**src/rtl/arrow_button_receiver.sv**
```systemverilog
// arrow_button_receiver: synchronise and debounce four arrow buttons into held levels plus press/release pulses
module arrow_button_receiver #(
  parameter int DEBOUNCE_CYCLES = 1000000,
  parameter int CNT_W = 20
) (
  input  logic       clk,
  input  logic       reset,
  input  logic       UP,
  input  logic       DOWN,
  input  logic       LEFT,
  input  logic       RIGHT,
  output logic [3:0] held,
  output logic [3:0] press,
  output logic [3:0] rel,
  output logic       any_press
);
  localparam logic [CNT_W-1:0] LAST = CNT_W'(DEBOUNCE_CYCLES - 1);
  logic [3:0] raw, s1, s2, hit;
  logic [CNT_W-1:0] cnt [4];
  assign raw = {UP, DOWN, LEFT, RIGHT};
  always_comb begin
    hit = '0;
    for (int i = 0; i < 4; i++) hit[i] = (s2[i] != held[i]) && (cnt[i] == LAST);
  end
  always_ff @(posedge clk or negedge reset) begin
    if (!reset) begin
      s1 <= '0;
      s2 <= '0;
      held <= '0;
      press <= '0;
      rel <= '0;
      any_press <= 1'b0;
      for (int i = 0; i < 4; i++) cnt[i] <= '0;
    end else begin
      s1 <= raw;
      s2 <= s1;
      held <= held ^ hit;
      press <= hit & s2;
      rel <= hit & ~s2;
      any_press <= |(hit & s2);
      // any return to the held level restarts the count, so bounce never accumulates
      for (int i = 0; i < 4; i++) cnt[i] <= (s2[i] == held[i] || hit[i]) ? '0 : cnt[i] + 1'b1;
    end
  end
endmodule

```
**config.mk**
```make
export PLATFORM = sky130hd
export DESIGN_NAME = arrow_button_receiver
export DESIGN_NICKNAME = d
export VERILOG_FILES = /design/src/rtl/arrow_button_receiver.sv
export SDC_FILE = /design/constraint.sdc
export NUM_CORES = 1
export LEC_CHECK = 0
export ABC_AREA = 1
export CAP_MARGIN = 30
export CORE_MARGIN = 1.5
export CORE_UTILIZATION = 31
export CTS_CLUSTER_DIAMETER = 30
export DETAILED_ROUTE_END_ITERATION = 10
export SLEW_MARGIN = 15
export SYNTH_ARGS = -nofsm -noshare
export SYNTH_HDL_FRONTEND = slang
export SYNTH_SLANG_ARGS = --single-unit
export TNS_END_PERCENT = 20
```
**constraint.sdc**
```tcl
create_clock -name clk -period 2 [get_ports clk]
set_input_delay 0.2 -clock clk [delete_from_list [all_inputs] [get_ports clk]]
set_output_delay 0.2 -clock clk [all_outputs]
set_load 0.02 [all_outputs]
```
==> impl_metrics.py <==
metrics = {
    "worst_hold_path": {
        "min_path_type": "input pin to flip-flop",
        "min_path_cells": 1,
        "hold_path.startpoint": "LEFT",
        "whs_endpoint": "s1[1]",
    },
    "power": {
        "power_density_nw_per_um2": 702,
        "ir_drop_uv": 365,
        "p_leak_uw": 0.00251,
        "power_uw": 4260,
    },
    "placed_design": {
        "portBuffers": 18,
        "place_ws_ns": 0.399,
        "place.gp.congestion": 0.808,
        "dp_hpwl_um": 7650,
    },
    "die": {
        "pin_count": 19,
        "start_util_pct": 31.7,
        "die-width_um": 134,
        "core_um2": 16600,
        "dieHeight_um": 134,
        "rows": 47,
        "dieArea_um2": 17800,
    },
    "critical_path": {
        "max_stage_delay_ns": 0.64,
        "cp-start-kind": "flip-flop",
        "end_kind": "output port",
        "regToRegStartpoint": "cnt[20]",
        "cp_max_fo": 4,
        "rr_worst_depth": 6,
        "crit_type": "flip-flop to output port",
        "cp_num_buf_inv": 1,
        "cp_top_family": "buffers and inverters",
        "worst_r2r_endpoint": "cnt[25]",
        "critPathSlowestCell": "clkdlybuf4s50_1",
        "crit_chain": "clkdlybuf4s50_1",
        "crit_arrival_ns": 1.44,
        "required_ns": 1.80,
        "reg2reg_setup_slack_ns": 0.40,
    },
    "synthesis": {
        "ys_top_cells_by_area": "dfrtp_1 (48%), nor2_1 (13%), nand2_1 (10%)",
        "syn_nets": 684,
        "syn_inst": 674,
        "yosysWarnings": 0,
        "netlist_area_um2": 5280,
        "syn_avg_cell_area_um2": 7.84,
        "synth_top_area_share_pct": 47.9,
        "synth_cell_type_count": 25,
        "synth_seq_cells": 101,
        "seq_area_frac_synth_pct": 47.9,
        "yosys.area.top_type": "dfrtp_1",
    },
    "clock_tree": {
        "clock_latency_ns": 0.35,
        "clockBufferDepth": 2,
        "cts_setup_buffers": 0,
        "htree_levels": 3,
        "cts_tree": "yes",
        "cts_buffers": 9,
        "clock-sinks": 101,
        "cts_resized": 0,
        "clk_pin_slew_ns": 0.07,
        "cts_root_buf": "clkbuf_16",
    },
    "grt": {
        "grt_pass1_wl_um": 18300,
        "grt_pass1_vias": 3892,
        "overflow": 0,
        "antenna_found_initial": 0,
        "gr-usage-all-layers_pct": 12.8,
        "grt_max_degree": 39,
    },
    "layout": {
        "layout_commonest_cell": "nor2_1",
        "drive_gt1_share_pct": 7.77,
        "fillCellCount": 1748,
        "nets": 713,
        "antenna-diode-count": 0,
        "final_cell_mix": "nor2_1 (176), nand2_1 (142), dfrtp_1 (101)",
        "syn_to_final_growth_pct": 15.0,
    },
    "run": {
        "drv_cap": 0,
    },
    "outcome": {
        "status": "complete, no violations",
    },
    "drt": {
        "first_pass_iters": 4,
        "remaining_drc_errors": 0,
        "num_vias": 4025,
        "drt_wl_total_um": 10300,
        "viasPerCell": 4.34,
        "wl_per_cell_um": 11.1,
        "drt_iter0_drc": 284,
        "route.antenna.remaining_nets": 0,
    },
    "timing": {
        "final.setup_skew_ns": 0.00622,
        "slew_violations": 0,
        "fmax_mhz": 610,
        "slew_headroom_pct": 71.6,
        "fin_ws_ns": 0.361,
        "finalCritPeriodShare_pct": 81.9,
        "rsz0062_at_grt": "no",
        "fin_tns_setup_ns": 0,
        "max_slew.worst_pin.slew_ns": 0.426,
        "hold_viol_final": 0,
        "min_period_ns": 1.64,
        "finalSetupViolCount": 0,
    },
}
sequential cells by signal, indices dropped and copies added (netlist names), named ones only:
name / flops
rel: 4
press: 4
any_press: 1
s1: 4
s2: 4
cnt: 80
Yosys cell counts:
| cell | n |
|---|---|
| a21oi_1 | 16 |
| and2_1 | 1 |
| and3_1 | 1 |
| buf_6 | 2 |
| buf_8 | 2 |
| dfrtp_1 | 101 |
| ha_1 | 4 |
| inv_1 | 69 |
| inv_2 | 1 |
| nand2_1 | 142 |
| nand2_2 | 2 |
| nand2_4 | 4 |
| nand3_1 | 48 |
| nand3_2 | 5 |
| nand3_4 | 2 |
| nand4_1 | 10 |
| nor2_1 | 176 |
| nor2_2 | 16 |
| nor2_4 | 4 |
| nor3_1 | 22 |
| o21ai_0 | 1 |
| o21bai_1 | 4 |
| xnor2_1 | 14 |
| xor2_1 | 26 |
| xor2_2 | 1 |
layer usage:
metal  routed length [µm]  up-vias  global-route usage [%]
met1                 5160     1819                    16.9
li1                     -     2158                       -
met4                  191        0                    4.23
met2                 4700       35                    20.3
met5                    0        -                       0
met3                  246       13                    3.42
stage by stage:
step	utilization, %	hold WS, ns	area [µm²]	cells
floorplan	-	-0.0956	5280	674
global placement	34.4	0.174	5720	911
detailed placement	34.4	0.178	5720	911
CTS	36.5	0.265	6070	928
global route	36.5	0.261	6070	928
finish	36.5	0.283	6070	928
kinds of logic after synthesis:
kind of cell | count (synthesis) | share of synthesized area, %
and+or+nand+nor | 433 | 36.1
AOI/OAI and AO/OA | 21 | 2.18
adders and majority gates | 4 | 0.948
DFF | 101 | 47.9
buffers and inverters | 74 | 5.97
xor gates and xnor gates | 41 | 6.94
worst max-delay path by stage:
stage               startpoint  endpoint  slack, ns  cells after the start
finish               flip-flop   held[0]       0.36                      1
CTS                  flip-flop   held[0]       0.31                      1
global route           cnt[20]   cnt[25]       0.26                      6
floorplan              cnt[20]   cnt[34]       0.58                      7
global placement       cnt[20]   cnt[32]       0.46                      6
detailed placement     cnt[20]   cnt[31]       0.40                      6
power breakdown:
| group | internal [µW] | total [µW] | switching [µW] |
|---|---|---|---|
| combinational | 44.7 | 141 | 96.2 |
| sequential | 2070 | 2100 | 28.1 |
| clock | 1230 | 2020 | 793 |
layout make-up:
| type | instances | area (µm²) | area share (%) |
|---|---|---|---|
| sequential | 101 | 2530 | 41.6 |
| multi-input combinational | 499 | 2440 | 40.2 |
| tap | 220 | 275 | 4.53 |
| inverter | 70 | 263 | 4.33 |
| clock buffer | 9 | 225 | 3.71 |
| timing repair buffer | 22 | 223 | 3.67 |
| clock inverter | 7 | 120 | 1.98 |
what timing repair did:
item	in CTS	in global routing
hold endpoints to repair	28	0
hold buffers	1	0
endpoints found under the setup margin	0	0
No activity file was read; power rests on OpenSTA's default activity.
